==> config.mk <==
export PLATFORM = sky130hd
export DESIGN_NAME = sram_read_arbiter
export DESIGN_NICKNAME = d
export VERILOG_FILES = /design/src/rtl/sram_arb_pkg.sv /design/src/rtl/rr_priority_pick.sv /design/src/rtl/sram_read_arbiter.sv
export SDC_FILE = /design/constraint.sdc
export NUM_CORES = 1
export LEC_CHECK = 0
export BUFFER_PORTS_ARGS = -buffer_cell sky130_fd_sc_hd__buf_4
export CAP_MARGIN = 20
export CORE_UTILIZATION = 40
export DETAILED_ROUTE_END_ITERATION = 12
export PLACE_DENSITY = 0.78
export RECOVER_POWER = 100
export SLEW_MARGIN = 30
export SYNTH_ARGS = -nofsm -noshare
export SYNTH_HDL_FRONTEND = slang
export SYNTH_SLANG_ARGS = --single-unit
==> constraint.sdc <==
create_clock -name clk -period 2.6 [get_ports clk]
set_input_delay 0.26 -clock clk [delete_from_list [all_inputs] [get_ports clk]]
set_output_delay 0.26 -clock clk [all_outputs]
set_load 0.02 [all_outputs]
==> src/rtl/sram_arb_pkg.sv <==
// -----------------------------------------------------------------------------
// sram_arb_pkg
// Shared types and defaults for the SRAM read-port arbiter.
//   SRAM_ADDR_WIDTH / SRAM_DATA_WIDTH : default SRAM geometry
//   NUM_REQ_MAX                       : largest supported requester count
//   tag_t                             : requester index carried down the pipe
//   onehot()                          : tag -> one-hot requester strobe
// -----------------------------------------------------------------------------
package sram_arb_pkg;

    localparam int SRAM_ADDR_WIDTH = 12;
    localparam int SRAM_DATA_WIDTH = 16;
    localparam int NUM_REQ_MAX     = 8;
    localparam int TAG_W           = $clog2(NUM_REQ_MAX);

    typedef logic [TAG_W-1:0] tag_t;

    function automatic logic [NUM_REQ_MAX-1:0] onehot(input tag_t tag);
        logic [NUM_REQ_MAX-1:0] v;
        v      = '0;
        v[tag] = 1'b1;
        return v;
    endfunction

endpackage

==> src/rtl/rr_priority_pick.sv <==
// -----------------------------------------------------------------------------
// rr_priority_pick
// Combinational rotating-priority first-one finder. Requester ptr has the
// highest priority, then ptr+1, ... wrapping modulo NUM_REQ.
// Ports:
//   req       in  NUM_REQ  request vector
//   ptr       in  tag_t    index of highest-priority requester (< NUM_REQ)
//   grant     out NUM_REQ  one-hot-or-zero winner
//   grant_idx out tag_t    encoded winner (0 when nothing requests)
// -----------------------------------------------------------------------------
module rr_priority_pick
    import sram_arb_pkg::*;
#(
    parameter int NUM_REQ = 4
) (
    input  logic [NUM_REQ-1:0] req,
    input  tag_t               ptr,
    output logic [NUM_REQ-1:0] grant,
    output tag_t               grant_idx
);

    logic [NUM_REQ-1:0] upper_mask;
    logic [NUM_REQ-1:0] upper_req;
    logic [NUM_REQ-1:0] search;

    // Requests at or above ptr win first; if there are none, the wrapped
    // portion (below ptr) is searched, which is simply the full vector.
    always_comb begin
        upper_mask = '0;
        for (int i = 0; i < NUM_REQ; i++) begin
            upper_mask[i] = (i >= int'(ptr));
        end
        upper_req = req & upper_mask;
        search    = (|upper_req) ? upper_req : req;
    end

    // Descending scan so the lowest set bit of the search vector wins.
    always_comb begin
        grant     = '0;
        grant_idx = '0;
        for (int i = NUM_REQ - 1; i >= 0; i--) begin
            if (search[i]) begin
                grant     = '0;
                grant[i]  = 1'b1;
                grant_idx = tag_t'(i);
            end
        end
    end

endmodule

==> src/rtl/sram_read_arbiter.sv <==
// -----------------------------------------------------------------------------
// sram_read_arbiter
// Round-robin share of one SRAM read port among NUM_REQ fetch engines. One
// read issued per cycle, fixed two-cycle latency, responses routed back by a
// tag travelling alongside the read.
//
// Ports:
//   clk, reset          clock, async active-high reset
//   req_valid/req_addr  per-requester request and packed addresses
//   req_ready           one-hot-or-zero grant (accept = valid & ready)
//   rsp_valid/rsp_data  one-hot response strobe, broadcast read data
//   sram_read_address   registered SRAM read address
//   sram_read_data      SRAM data, valid one cycle after the address
//   arb_idle            no pending request and nothing in flight
//
// Build option: define SRAM_ARB_BURST_EN to let a granted requester keep the
// port for up to MAX_BURST consecutive accepts while it keeps requesting.
// -----------------------------------------------------------------------------
module sram_read_arbiter
    import sram_arb_pkg::*;
#(
    parameter int NUM_REQ    = 4,
    parameter int ADDR_WIDTH = SRAM_ADDR_WIDTH,
    parameter int DATA_WIDTH = SRAM_DATA_WIDTH,
    parameter int MAX_BURST  = 8
) (
    input  logic                          clk,
    input  logic                          reset,
    input  logic [NUM_REQ-1:0]            req_valid,
    input  logic [NUM_REQ*ADDR_WIDTH-1:0] req_addr,
    output logic [NUM_REQ-1:0]            req_ready,
    output logic [NUM_REQ-1:0]            rsp_valid,
    output logic [DATA_WIDTH-1:0]         rsp_data,
    output logic [ADDR_WIDTH-1:0]         sram_read_address,
    input  logic [DATA_WIDTH-1:0]         sram_read_data,
    output logic                          arb_idle
);

    localparam int STAGES = 2;

    tag_t                               ptr_q, ptr_d;
    logic [ADDR_WIDTH-1:0]              addr_q, addr_d;
    logic [STAGES:1]                    vld_pipe_q;
    tag_t [STAGES:1]                    tag_pipe_q;

    logic [NUM_REQ-1:0][ADDR_WIDTH-1:0] addr_arr;
    logic [NUM_REQ-1:0]                 pick_req;
    logic [NUM_REQ-1:0]                 grant;
    tag_t                               grant_idx;
    logic                               accept;
    logic [ADDR_WIDTH-1:0]              addr_sel;
    logic [NUM_REQ_MAX-1:0]             rsp_oh_full;
    logic                               unused_sink;

    function automatic tag_t wrap_inc(input tag_t t);
        return (int'(t) == NUM_REQ - 1) ? tag_t'(0) : t + tag_t'(1);
    endfunction

    // ---------------------------------------------------------------- grant
    // No grant can escape while reset is held.
    assign pick_req = reset ? '0 : req_valid;

    rr_priority_pick #(
        .NUM_REQ (NUM_REQ)
    ) u_pick (
        .req       (pick_req),
        .ptr       (ptr_q),
        .grant     (grant),
        .grant_idx (grant_idx)
    );

    assign req_ready = grant;
    assign accept    = |grant;
    assign addr_arr  = req_addr;

    // AND-OR mux on the one-hot grant.
    always_comb begin
        addr_sel = '0;
        for (int i = 0; i < NUM_REQ; i++) begin
            if (grant[i]) addr_sel |= addr_arr[i];
        end
        addr_d = accept ? addr_sel : addr_q;
    end

    // ------------------------------------------------------ pointer update
`ifdef SRAM_ARB_BURST_EN
    localparam int CNT_W = $clog2(MAX_BURST + 1);

    logic [CNT_W-1:0] cnt_q, cnt_d;
    int               beats;

    // While bursting, ptr parks on the owner so the picker keeps choosing it.
    // cnt_q counts the owner's consecutive accepts; a grant to anyone else
    // starts a fresh burst at 1.
    always_comb begin
        ptr_d = ptr_q;
        cnt_d = cnt_q;
        beats = 0;
        if (accept) begin
            beats = ((grant_idx == ptr_q) ? int'(cnt_q) : 0) + 1;
            if (beats >= MAX_BURST) begin
                ptr_d = wrap_inc(grant_idx);
                cnt_d = '0;
            end else begin
                ptr_d = grant_idx;
                cnt_d = CNT_W'(beats);
            end
        end else if (cnt_q != '0) begin
            // Owner dropped its request with nobody else asking: release.
            ptr_d = wrap_inc(ptr_q);
            cnt_d = '0;
        end
    end

    always_ff @(posedge clk or posedge reset) begin
        if (reset) cnt_q <= '0;
        else       cnt_q <= cnt_d;
    end
`else
    always_comb begin
        ptr_d = accept ? wrap_inc(grant_idx) : ptr_q;
    end
`endif

    // ------------------------------------------------------------ registers
    always_ff @(posedge clk or posedge reset) begin
        if (reset) begin
            ptr_q      <= '0;
            addr_q     <= '0;
            vld_pipe_q <= '0;
            tag_pipe_q <= '0;
        end else begin
            ptr_q         <= ptr_d;
            addr_q        <= addr_d;
            vld_pipe_q    <= {vld_pipe_q[1], accept};
            tag_pipe_q[1] <= accept ? grant_idx : tag_pipe_q[1];
            tag_pipe_q[2] <= tag_pipe_q[1];
        end
    end

    // ------------------------------------------------------------- outputs
    assign sram_read_address = addr_q;
    assign rsp_oh_full       = onehot(tag_pipe_q[2]);
    assign rsp_valid         = vld_pipe_q[2] ? rsp_oh_full[NUM_REQ-1:0] : '0;
    assign rsp_data          = sram_read_data;
    assign arb_idle          = ~|req_valid & ~vld_pipe_q[1] & ~vld_pipe_q[2];

    // Upper one-hot bits beyond NUM_REQ and MAX_BURST (default build) are
    // intentionally dropped.
    assign unused_sink = ^{rsp_oh_full, (MAX_BURST > 0)};

endmodule
## Word level (Yosys, flattened, before mapping)

Index checks and enable logic that the tools add are counted.

| word-level totals | value |
|---|---|
| bits in registers | 23 |
| bits of input ports | 70 |
| output and inout bits | 37 |
| logic and storage cells | 44 |

| operators by class | value |
|---|---|
| add/sub/neg operators | 1 |
| $lt $le $gt $ge | 6 |
| eq/ne operators | 1 |
| multiplexer cells | 18 |
| bitwise gates (word level) | 8 |
| reductions and logical operators | 5 |

Operators with widths:

| kind | count |
|---|---|
| two-way mux 12 bit | 4 |
| bitwise OR 12 bit | 3 |
| two-way mux 4 bit | 7 |
| OR reduction 4 bit | 3 |
| two-way mux 2 bit | 4 |
| greater-or-equal comparator 1 x 3 -> 1 bit, first input constant | 2 |
| greater-or-equal comparator 2 x 3 -> 1 bit, first input constant | 2 |
| AND 4 bit | 1 |
| < comparator 3 x 4 -> 1 bit, second input constant | 1 |
| adder 3 x 1 -> 3 bit, second input constant | 1 |
| demux 1 bit (select 3 bit) | 1 |
| == test 3 bit, second input constant | 1 |
| greater-or-equal comparator 3 x 1 -> 1 bit, second input constant | 1 |
| two-way mux 3 bit | 1 |
| AND 1 bit | 2 |
| inverter 1 bit | 2 |
| logical AND 1 bit | 1 |
| zero test 1 bit | 1 |
| two-way mux 1 bit | 1 |

## Logic depth before layout (Yosys ltp)

Gate-level depths: netlist (run 1).

| logic depth | value |
|---|---|
| word-level depth | 15 |
| gate-level depth with buffers | 7 |

## Cells and area by module

A second synthesis (run 1) with hierarchy kept.

| unflattened totals | value |
|---|---|
| cell total of the unflattened synthesis | 151 |
| area total of the unflattened synthesis | 1431.4 µm² |

By module, submodules not included:

| module | times used | cells an instance | area each (µm²) |
|---|---|---|---|
| sram_read_arbiter | 1 | 118 | 1223.7 |
| rr_priority_pick | 1 | 33 | 207.7 |

## Worst setup path before layout (run 1)

OpenSTA, ideal clock, no wires.

| path | value |
|---|---|
| path kind | input to register |
| start point | input port reset |
| end point | register ptr_q[1] |
| setup time | 0.125 ns |
| arrival | 1.931 ns |
| required time | 2.475 ns |
| setup slack | 0.544 ns |
| stages on the path | 6 |
| cells stage by stage | inv_1 -> o21ai_1 -> clkbuf_1 -> nor3_1 -> ha_1 -> mux2_2 |

| on the way | value |
|---|---|
| word-level cells in the longest chain between the ends | 10 |

RTL lines:

| what | RTL line | text |
|---|---|---|
| from (decl) | sram_read_arbiter.sv:28 | `input logic reset,` |
| two-way mux 4 bit (*) | sram_read_arbiter.sv:61 | `assign pick_req = reset ? '0 : req_valid;` |
| AND 4 bit | rr_priority_pick.sv:33 | `upper_req = req & upper_mask;` |
| OR reduction 4 bit | rr_priority_pick.sv:34 | `search = (\|upper_req) ? upper_req : req;` |
| two-way mux 4 bit (*) | rr_priority_pick.sv:34 |  |
| two-way mux 2 bit (3 in series) | rr_priority_pick.sv:42 | `if (search[i]) begin` |
| two-way mux 2 bit (*) | rr_priority_pick.sv:42 |  |
| named net grant_idx[1] | sram_read_arbiter.sv:49 | `tag_t grant_idx;` |
| adder 3 x 1 -> 3 bit / == test 3 bit (equally long branches) | sram_read_arbiter.sv:56 | `return (int'(t) == NUM_REQ - 1) ? tag_t'(0) : t + tag_t'(1);` |
| two-way mux 3 bit (*) | sram_read_arbiter.sv:56 |  |
| to (signal assigned) | sram_read_arbiter.sv:133 | `ptr_q <= ptr_d;` |
| to (decl) | sram_read_arbiter.sv:41 | `tag_t ptr_q, ptr_d;` |

The timed path passes the listed nets; every way through them passes the cells marked *.
A chain may end at the register's enable or synchronous reset.

## Final worst setup path (run 1)

| path | value |
|---|---|
| start point | register ptr_q[1] |
| end point | output port req_ready[1] |

| on the way | value |
|---|---|
| word-level cells in the longest chain between the ends | 7 |

RTL lines:

| what | RTL line | text |
|---|---|---|
| greater-or-equal comparator 1 x 3 -> 1 bit / greater-or-equal comparator 2 x 3 -> 1 bit (equally long branches) | rr_priority_pick.sv:31 | `upper_mask[i] = (i >= int'(ptr));` |
| AND 4 bit (*) | rr_priority_pick.sv:33 |  |
| OR reduction 4 bit | rr_priority_pick.sv:34 |  |
| two-way mux 4 bit (*) | rr_priority_pick.sv:34 |  |
| two-way mux 4 bit (2 in series) | rr_priority_pick.sv:42 |  |
| two-way mux 4 bit (*) | rr_priority_pick.sv:42 |  |
| to (decl) | sram_read_arbiter.sv:31 | `output logic [NUM_REQ-1:0] req_ready,` |

Mark *: on every way between the ends. The rest lies on a longest branch, timed or not.

==> results of run 1 <==
## cell families after synthesis
group | after synthesis | share of synthesized area (%)
AOI/OAI and AO/OA | 61 | 29.8
adders and majority gates | 1 | 0.898
buffers and inverters | 29 | 13.6
DFF | 20 | 35.9
muxes | 13 | 9.43
and+or+nand+nor | 24 | 10.3
## sequential cells by signal, indices dropped and copies added (netlist names)
signal and count:
tag_pipe_q 4, vld_pipe_q 2, ptr_q 2, sram_read_address 12
## final cells by class
class	count	area, µm²	share of cell area [%]
inverter	5	18.8	1.00
multi-input combinational	99	701	37.5
clock buffer	3	22.5	1.21
timing repair buffer	81	538	28.8
clock inverter	1	30.0	1.61
sequential	20	500	26.8
tap	46	57.6	3.08
## per-layer routing
| metal | vias to the layer above | share of wire [%] | global-route usage [%] |
|---|---|---|---|
| met4 | 0 | 2.4 | 12.3 |
| met3 | 10 | 9.5 | 5.54 |
| li1 | 658 | - | - |
| met1 | 636 | 44 | 29.2 |
| met2 | 80 | 44 | 35.5 |
| met5 | - | 0 | 0 |
## layout by cell type, fill, tap and decap left out, drive strengths merged, types with 2 or more instances in the layout
master / synthesis / routed
o21ai: 29 / 29
nand3: 2 / 2
clkbuf: 4 / 22
and2: 3 / 3
inv: 5 / 5
and3: 3 / 3
mux2i: 12 / 12
a32o: 12 / 12
a21oi: 14 / 14
nor2b: 3 / 3
nor2: 6 / 6
buf: 20 / 62
nand2: 3 / 3
dfrtp: 20 / 20
## how the worst max path moves through the flow
stage	startpoint	to	depth (start not counted)
global placement	ptr_q[1]	ptr_q[1]	6
finish	ptr_q[1]	req_ready[1]	5
floorplan	reset	ptr_q[1]	6
detailed placement	ptr_q[1]	ptr_q[1]	6
CTS	ptr_q[1]	req_ready[1]	5
global route	ptr_q[1]	req_ready[2]	5
## worst max-delay path, cell delays in order (launching register included)
cell	delay (ns)
dfrtp_1	0.49
and2_0	0.21
a2111oi_4	0.53
buf_4	0.28
and2_1	0.14
buf_4	0.13
## power by group through the flow
stage	clock network, mW	logic [mW]	registers, mW
2_1_floorplan	0	0.368	0.572
3_3_place_gp	0	0.685	0.499
3_5_place_dp	0	0.693	0.506
4_1_cts	0.259	0.695	0.502
5_1_grt	0.273	0.679	0.517
6_report	0.252	0.616	0.499
## metrics by stage
step	setup slack, ns	hold WS, ns
floorplan	0.544	0.236
global placement	0.594	0.358
detailed placement	0.549	0.365
CTS	0.264	0.0351
global route	0.101	0.147
finish	0.252	0.0969
==> summary.txt, run 1 <==
Status
  • Outcome: finished clean

Floorplan
  • Row cnt: 21
  • Die height: between 60 and 70 µm
  • Core area: 3340 µm²
  • Die ar.: around 3700 µm²
  • DIE WIDTH: approximately 60 µm
  • IO Pins: 107
  • Initial Util: 41.7%

STA
  • Hold Vio Cnt, Final: 0
  • Setup TNS: 0 ns
  • Max-slew violations: 0
  • Skew final: 0.00542 ns
  • RSZ-0062 raised after global routing: no
  • Worst slew pin tran: about 0.83 ns
  • Relative slew slack: 44.2%
  • Endpoints failing setup: 0
  • Max Clk Rate: 0.426 GHz
  • Final min period: 2.35 ns
  • Final critical-path share of the clock period: 90.3%

Yosys
  • Post-Syn Instances: ~150
  • Syn_nets: 219
  • Seq cells post-synth: 20
  • Ys Warns: 0
  • Ranking of synthesized cells by area: dfrtp_1 (36%), o21ai_0 (9.7%), buf_4 (9.2%)
  • Register area share after synthesis: 35.9%
  • Syn Area/Cell: 9.41 µm²
  • Asr flop ratio synth: 100%
  • Cell area after synthesis: 1390 µm²
  • Synth Flop Type: dfrtp_1
  • Netlist cell types: 33
  • Synth area leader: dfrtp_1
  • Post-synth top cells: o21ai_0 (27), dfrtp_1 (20), buf_4 (17)
  • Dominant cell by count in the synthesized netlist: o21ai_0
  • Top-area cell type share of the netlist area: 35.9%
  • EDFF count, synth: 0

CTS
  • H-tree depth: 1
  • TritonCTS Sinks: 20
  • CTS max path bufs: 2
  • CTS tree: done
  • Post-CTS Resized: 0
  • Hold-fix buffers, CTS: 0
  • Total CTS buffers: 3
  • Clock transition at path regs: 0.12 ns
  • Later-pin clock latency in the skew report: 0.30 ns
  • Setup bufs post-CTS: 0
  • Root buffer cell: clkbuf_4

Placement
  • Dpl cells: 251
  • Buffers on Ports: between 70 and 80
  • DP Area: 1890 µm²
  • Gpl congestion: 0.863
  • DP Wirelength: 2900 µm

Drt
  • Avg Vias per Cell: 5.43
  • Drt first pass iters: 4
  • Initial drt markers: 31
  • Final ANT Viol Nets: 0
  • Residual DRC: 0
  • Routed WL: 3860 µm
  • DR WL/cell: 15.1 µm
  • Via count: 1384

Setup path
  • CP Data Required Time: 2.34 ns
  • Worst reg2reg path startpoint: ptr_q[1]
  • CP Launch Type: flip-flop
  • R2r setup slk: 0.50 ns
  • Critical path arrival: 2.09 ns
  • Worst Reg-to-Reg Cells: 6
  • Crit Path Category: flip-flop to output port
  • Worst setup EP type: output port
  • Worst Path Max Fanout: 11
  • RR Endpoint: ptr_q[1]

Global route
  • First-pass GRT wire length: 6110 µm
  • Grt total ovfl: 0
  • Largest net degree at the start of global routing: 22
  • Vias in the first global route: 1416
  • Initial antenna violation count: 0
  • GRT Util Overall: 22.8%

Power
  • Internal power: 0.817 mW
  • Worst vdd ir: 0.267 mV
  • NetSw: 0.551 mW
  • Final Total Pwr: ~1.4 mW
  • PD cells: 732 nW/µm²
  • Switching part of the total: 40.3%
  • Combinational Power Share: 45.1%
  • Clock power frac: 18.5%
  • Lkg Pwr: 0.908 nW
  • Sequential share of power: 36.5%

Layout
  • # nets final: 281
  • Post-route cell area: about 1900 µm²
  • Fillers: 336
  • Non-filler cells, final: 255
  • Util after Layout: between 50% and 60%
  • Area Growth Syn to Fin: 34.1%
  • Share of cells above drive strength 1: 35.4%
  • Ant. Diodes: 0

Worst hold path
  • Worst hold-check path type: primary input to async pin

Job
  • Max cap viols: 0
No activity file was read; power rests on OpenSTA's default activity.
==> inputs of run 2 (changes only) <==
--- a/config.mk
+++ b/config.mk
@@ -5,11 +5,12 @@
 export SDC_FILE = /design/constraint.sdc
 export NUM_CORES = 1
 export LEC_CHECK = 0
+export ABC_AREA = 1
 export BUFFER_PORTS_ARGS = -buffer_cell sky130_fd_sc_hd__buf_4
 export CAP_MARGIN = 20
 export CORE_UTILIZATION = 40
 export DETAILED_ROUTE_END_ITERATION = 12
-export PLACE_DENSITY = 0.78
+export PLACE_DENSITY = 0.76
 export RECOVER_POWER = 100
 export SLEW_MARGIN = 30
 export SYNTH_ARGS = -nofsm -noshare
==> summary.txt, run 2 <==
Status
  • Outcome: finished clean

STA
  • Hold slack: 0.221 ns (+0.124 ns)
  • RSZ-0062 raised after global routing: no
  • Endpoints failing setup: 0 (unchanged)
  • Hold Vio Cnt, Final: 0 (unchanged)
  • Skew final: 0.00780 ns (+0.00239 ns)
  • Final critical-path share of the clock period: 88.6% (-1.7 points)
  • Setup TNS: 0 ns (unchanged)
  • Max Clk Rate: 0.434 GHz (+1.9%)
  • Relative slew slack: 53.9% (+9.8 points)
  • Max-slew violations: 0 (unchanged)
  • Final min period: 2.30 ns (-0.0436 ns)
  • Worst slew pin tran: 0.691 ns (-0.143 ns)

Global route
  • First-pass GRT wire length: 6390 µm (+4.6%)
  • GRT met2 Usage: 34.8% (-0.67 points)
  • Grt total ovfl: 0 (unchanged)
  • Initial antenna violation count: 0 (unchanged)
  • GR Layer Usage met1: 24.4% (-4.9 points)
  • M3 GR Usage: 4.01% (-1.5 points)
  • Largest net degree at the start of global routing: 22 (unchanged)
  • GRT Util Overall: 20.3% (-2.4 points)
  • Vias in the first global route: 1493 (+5.4%)
  • Most used routing layer in global routing: met2

Yosys
  • Asr flop ratio synth: 100% (unchanged)
  • Dominant cell by count in the synthesized netlist: nand2_1
  • Post-Syn Instances: 205 (+39%)
  • Top-area cell type share of the netlist area: 33.6% (-2.3 points)
  • Cell area after synthesis: 1490 µm² (+6.9%)
  • Netlist cell types: 19 (-42%)
  • Ys Warns: 0 (unchanged)
  • Seq cells post-synth: 20 (unchanged)
  • Synth Flop Type: dfrtp_1
  • Syn Area/Cell: 7.26 µm² (-23%)
  • Register area share after synthesis: 33.6% (-2.3 points)
  • Ranking of synthesized cells by area: dfrtp_1 (34%), nand3_1 (13%), nand2_1 (13%)
  • Post-synth top cells: nand2_1 (52), nand3_1 (40), inv_1 (25)
  • EDFF count, synth: 0 (unchanged)
  • Synth area leader: dfrtp_1
  • Syn_nets: 276 (+26%)

Setup path
  • Crit-path cells: nor2_1 > nand2_1 > nand2_1 > nor2_4 > nand2_1 > nand2_2 > clkbuf_2 > nand2_1 > inv_1 > buf_4
  • CP Data Required Time: 2.34 ns (about the same)
  • CP Launch Type: flip-flop
  • Slowest library cell on the worst path: dfrtp_1
  • Worst Path Max Fanout: 21 (+10)
  • Crit Path Category: flip-flop to output port
  • Worst setup EP type: output port
  • Worst Reg-to-Reg Cells: 10 (+4)
  • Slowest cell delay on critical path: 0.44 ns (-0.09 ns)
  • Most used cell, CP: nand2_1
  • Critical path arrival: 2.04 ns (-0.05 ns)

CTS
  • Total CTS buffers: 3 (unchanged)
  • Root buffer cell: clkbuf_8
  • CTS max path bufs: 2 (unchanged)
  • Later-pin clock latency in the skew report: 0.26 ns (-0.04 ns)
  • TritonCTS Sinks: 20 (unchanged)
  • H-tree depth: 1 (unchanged)
  • Clock transition at path regs: 0.08 ns (-0.04 ns)
  • CTS tree: done

Drt
  • DR WL/cell: 12.2 µm (-19%)
  • Routed WL: 3780 µm (-2.1%)
  • Via count: 1521 (+9.9%)
  • Avg Vias per Cell: 4.91 (-9.6%)
  • Final ANT Viol Nets: 0 (unchanged)
  • Residual DRC: 0 (unchanged)
  • Drt first pass iters: 4 (unchanged)
  • Initial drt markers: 51 (+65%)

Placement
  • Buffers on Ports: 74 (unchanged)
  • Gpl congestion: 0.857 (-0.64%)
  • DP Wirelength: 2960 µm (+1.8%)
  • DP Area: 1940 µm² (+2.8%)

Floorplan
  • DIE WIDTH: 63.0 µm (+3.3%)
  • Core area: 3440 µm² (+3.1%)
  • Die ar.: 3970 µm² (+6.7%)
  • Initial Util: 43.3% (+1.5 points)
  • Row cnt: 21 (unchanged)
  • IO Pins: 107 (unchanged)
  • Die height: 63.0 µm (+3.3%)

Power
  • Final Total Pwr: 1.48 mW (+8.4%)
  • Lkg Pwr: 0.996 nW (+9.6%)
  • PD cells: 777 nW/µm² (+6.1%)
  • Worst vdd ir: 0.407 mV (+52%)

Layout
  • Max reg flops: 12 (unchanged)
  • Commonest non-fill, non-tap cells in the layout: buf_4 (57), nand2_1 (53), nand3_1 (40), inv_1 (26)
  • Post-route cell area: 1910 µm² (+2.1%)
  • Share of cells above drive strength 1: 28.4% (-7.0 points)
  • Ant. Diodes: 0 (unchanged)
  • # nets final: 336 (+20%)
  • Fillers: 367 (+9.2%)
  • Commonest non-fill, non-tap cell in the layout: buf_4
  • Area Growth Syn to Fin: 28.2%

Job
  • Max cap viols: 0 (unchanged)

Worst hold path
  • Worst hold stages: 3
  • Worst hold-check path type: primary input to flip-flop
## run 2: per-stage QoR
step	utilization [%]	instances	setup WS, ns
2_1_floorplan	-	205	0.656
3_3_place_gp	56.4	305	0.539
3_5_place_dp	56.4	305	0.497
4_1_cts	58.3	310	0.386
5_1_grt	55.4	310	0.125
6_report	55.4	310	0.296
## run 2: metal layers
| layer | up-vias | wire (µm) |
|---|---|---|
| met5 | - | 0 |
| met4 | 0 | 55 |
| met3 | 7 | 228 |
| met2 | 58 | 1870 |
| met1 | 693 | 1630 |
| li1 | 763 | - |
## run 2: cell families (layout without fill, tap and decap cells)
kind of cell | after synthesis | count (layout) | synth area share, %
compound gates | 4 | 4 | 2.27
fa+ha+maj | 1 | 1 | 0.840
buf+inv | 50 | 109 | 19.4
flops | 20 | 20 | 33.6
simple gates | 130 | 130 | 43.9
## run 2: worst paths after layout
check / from / end / slack, ns
max: ptr_q[1] / req_ready[2] / 0.30
min: req_addr[37] / sram_read_address[1] / 0.22
max reg2reg: ptr_q[1] / sram_read_address[6] / 0.38
min reg2reg: tag_pipe_q[1] / tag_pipe_q[4] / 0.38
max in group asynchronous: reset / tag_pipe_q[3] / 1.50
min in group asynchronous: reset / sram_read_address[3] / 0.30
## run 2: critical path: cells and delay by family (launching register included)
kind                   cells  cell delay [ns]
buffers and inverters      3             0.56
AND/OR/NAND/NOR            7             0.78
flip-flops                 1             0.44
## run 2: final cells by class
cell class	count	area, µm²	share of cell area (%)
clock buffers	4	55.1	2.89
inverters	26	97.6	5.11
multi-input cells	135	679	35.6
flip-flops and latches	20	500	26.2
well taps	46	57.6	3.02
repair buffers	79	518	27.1
## run 2: timing repair
item | 4_1_cts | 5_1_grt
setup buffers | 0 | 0
endpoints found under the hold margin | 11 | 0
hold buffers | 1 | 0
resized for setup | 0 | 0
## run 2: where the power goes
| part | internal [mW] | leakage [nW] | switching, mW | total, mW |
|---|---|---|---|---|
| clock | 0.135 | 0.0288 | 0.102 | 0.236 |
| combinational | 0.239 | 0.725 | 0.476 | 0.715 |
| sequential | 0.438 | 0.242 | 0.0916 | 0.530 |
==> inputs of run 3 (changes only) <==
--- a/config.mk
+++ b/config.mk
@@ -8,10 +8,11 @@
 export ABC_AREA = 1
 export BUFFER_PORTS_ARGS = -buffer_cell sky130_fd_sc_hd__buf_4
 export CAP_MARGIN = 20
-export CORE_UTILIZATION = 40
+export CORE_UTILIZATION = 41
 export DETAILED_ROUTE_END_ITERATION = 12
-export PLACE_DENSITY = 0.76
+export PLACE_DENSITY = 0.78
 export RECOVER_POWER = 100
+export SKIP_LAST_GASP = 1
 export SLEW_MARGIN = 30
 export SYNTH_ARGS = -nofsm -noshare
 export SYNTH_HDL_FRONTEND = slang
==> constraint.sdc (replaced) <==
create_clock -name clk -period 2.6 [get_ports clk]
set_input_delay 0.13 -clock clk [delete_from_list [all_inputs] [get_ports clk]]
set_output_delay 0.13 -clock clk [all_outputs]
set_load 0.02 [all_outputs]
==> summary.txt, run 3 (synthesized netlist as in run 2, its figures left out) <==
STA
  • Endpoints failing setup: 0 (unchanged)
  • Relative slew slack: 48.7% (-5.2 points)
  • Final min period: 2.44 ns (+0.138 ns)
  • Max-slew violations: 0 (unchanged)
  • RSZ-0062 raised after global routing: no
  • Skew final: 0.0113 ns (+0.00347 ns)
  • Hold Vio Cnt, Final: 0 (unchanged)
  • Setup TNS: 0 ns (unchanged)
  • Final critical-path share of the clock period: 93.9% (+5.3 points)
  • Worst slew pin tran: 0.769 ns (+0.0786 ns)
  • Max Clk Rate: 0.409 GHz (-5.7%)

Setup path
  • CP Launch Type: primary input
  • CP Data Required Time: 2.47 ns (+0.13 ns)
  • Slowest cell delay on critical path: 0.54 ns (+0.10 ns)
  • Critical path arrival: 2.31 ns (+0.27 ns)
  • Worst Path Max Fanout: 15 (-29%)
  • Crit-path cells: dlygate4sd3_1 > buf_4 > inv_2 > nand3_2 > nand2_2 > nor2_4 > nand2_2 > nand2_4 > nor2_2 > buf_4
  • Crit Path Category: primary input to output port
  • CP top delay family: buffers and inverters
  • Slowest library cell on the worst path: dlygate4sd3_1
  • Worst setup EP type: output port
  • Buffers & Inverters on Critical Path: 4 (+1)

Power
  • Worst vdd ir: 0.350 mV (-14%)
  • NetSw: 0.676 mW (+0.90%)
  • Internal power: 0.833 mW (+2.5%)
  • Sequential share of power: 34.9% (-0.9 points)
  • Lkg Pwr: 0.994 nW (-0.14%)
  • Switching part of the total: 44.8% (-0.40 points)
  • PD cells: 788 nW/µm² (+1.4%)
  • Clock power frac: 17.3% (+1.3 points)
  • Combinational Power Share: 47.8% (-0.5 points)

Job
  • Max cap viols: 0 (unchanged)

Layout
  • Register area: 500 µm² (unchanged)
  • Multi-input logic area: 697 µm² (+2.6%)
  • Commonest non-fill, non-tap cell in the layout: buf_4
  • Util after Layout: 56.1% (+0.65 points)
  • Commonest non-fill, non-tap cells in the layout: buf_4 (57), nand2_1 (53), nand3_1 (40), inv_1 (25), dfrtp_1 (20)
  • Ant. Diodes: 0 (unchanged)
  • Share of cells above drive strength 1: 29.8% (+1.4 points)
  • Max reg flops: 12 (unchanged)
  • Area Growth Syn to Fin: 28.7%
  • # nets final: 334 (-0.60%)
  • Fillers: 352 (-4.1%)

Drt
  • Drt first pass iters: 4 (unchanged)
  • Initial drt markers: 45 (-12%)
  • Avg Vias per Cell: 5.02 (+2.2%)
  • Final ANT Viol Nets: 0 (unchanged)
  • Routed WL: 3800 µm (+0.50%)
  • Residual DRC: 0 (unchanged)
  • Via count: 1545 (+1.6%)
  • DR WL/cell: 12.3 µm (+1.2%)

CTS
  • Total CTS buffers: 3 (unchanged)
  • TritonCTS Sinks: 20 (unchanged)
  • Root buffer cell: clkbuf_4
  • CTS tree: done
  • Later-pin clock latency in the skew report: 0.32 ns (+0.06 ns)
  • CTS max path bufs: 2 (unchanged)
  • Post-CTS Resized: 0 (unchanged)
  • H-tree depth: 1 (unchanged)
  • Clock transition at path regs: 0.13 ns (+0.05 ns)

Floorplan
  • Initial Util: 43.6% (+0.33 points)
  • Row cnt: 21 (unchanged)
  • IO Pins: 107 (unchanged)
  • DIE WIDTH: 62.3 µm (-1.2%)
  • Core area: 3420 µm² (-0.76%)
  • Die ar.: 3880 µm² (-2.4%)
  • Die height: 62.3 µm (-1.2%)

Status
  • Outcome: finished clean

Global route
  • GRT Util Overall: 21.4% (+1.1 points)
  • Grt total ovfl: 0 (unchanged)
  • Vias in the first global route: 1499 (+0.40%)
  • First-pass GRT wire length: 6600 µm (+3.3%)
  • Initial antenna violation count: 0 (unchanged)
  • Largest net degree at the start of global routing: 23 (+4.5%)

Placement
  • Buffers on Ports: 74 (unchanged)
  • Gpl congestion: 0.877 (+2.3%)
  • DP Wirelength: 2930 µm (-0.80%)

Worst hold path
  • Worst hold-check path type: primary input to flip-flop
==> run 3: changes by cell type in the layout (fill, tap and decap cells not counted), moves of 2 or more <==
cell	previous run	this run
clkbuf_1	20	18
clkbuf_4	0	3
clkbuf_8	4	0
nor2_1	8	6
==> run 3: cell type report <==
class | count | area share [%]
well taps | 46 | 3.00
repair buffers | 77 | 26.6
multi-input cells | 135 | 36.4
clock buffers | 3 | 1.18
clock inverters | 1 | 1.57
flip-flops and latches | 20 | 26.1
inverters | 26 | 5.09
==> run 3: path summary, 6_finish.rpt <==
kind	from	end	slack (ns)	cells after the start
worst max-delay path	reset	req_ready[3]	0.16	10
worst min-delay path	req_addr[42]	sram_read_address[6]	0.03	3
worst max register to register	ptr_q[1]	ptr_q[1]	0.39	12
worst min register to register	tag_pipe_q[0]	tag_pipe_q[3]	0.40	0
max in group asynchronous	reset	sram_read_address[10]	1.34	4
min in group asynchronous	reset	sram_read_address[4]	0.29	3
==> run 3: routing by layer <==
layer  up-vias  GRT usage, %  wire, µm
met5         -             0         0
met4         0          6.98        46
met3         6          5.51       300
met2        82          38.3      1910
met1       692          24.7      1550
li1        765             -         -
==> run 3: power groups by stage <==
| stage | clock network (mW) | registers [mW] | logic, mW |
|---|---|---|---|
| after floorplan | 0 | 0.612 | 0.470 |
| after global placement | 0 | 0.530 | 0.800 |
| after detailed placement | 0 | 0.533 | 0.813 |
| after CTS | 0.265 | 0.529 | 0.813 |
| after global routing | 0.278 | 0.546 | 0.801 |
| final | 0.261 | 0.527 | 0.721 |
==> run 3: timing repair <==
item	CTS	global route
hold endpoints to repair	6	0
buffers inserted	0	0
hold buffers	1	0
==> run 3: per-stage QoR <==
step	power [mW]	std cells	area (µm²)	hold slack [ns]	setup slack [ns]
5_1_grt	1.63	308	1920	0.0270	0.0203
3_5_place_dp	1.35	303	1930	0.0823	0.477
6_report	1.51	308	1920	0.0269	0.158
2_1_floorplan	1.08	205	1490	0.0116	0.785
3_3_place_gp	1.33	303	1930	0.0798	0.577
4_1_cts	1.61	308	1990	0.0185	0.155
==> run 3: worst reg2reg max path: stages (launching register included) <==
cell,delay [ns]
dfrtp_1,0.45
nor2_1,0.14
nand2_2,0.10
nand2_1,0.16
nor2_4,0.06
nand2_1,0.13
nand2_4,0.17
nor2_4,0.33
inv_1,0.10
nor2_1,0.10
ha_1,0.23
nand2_1,0.07
o21ai_0,0.08
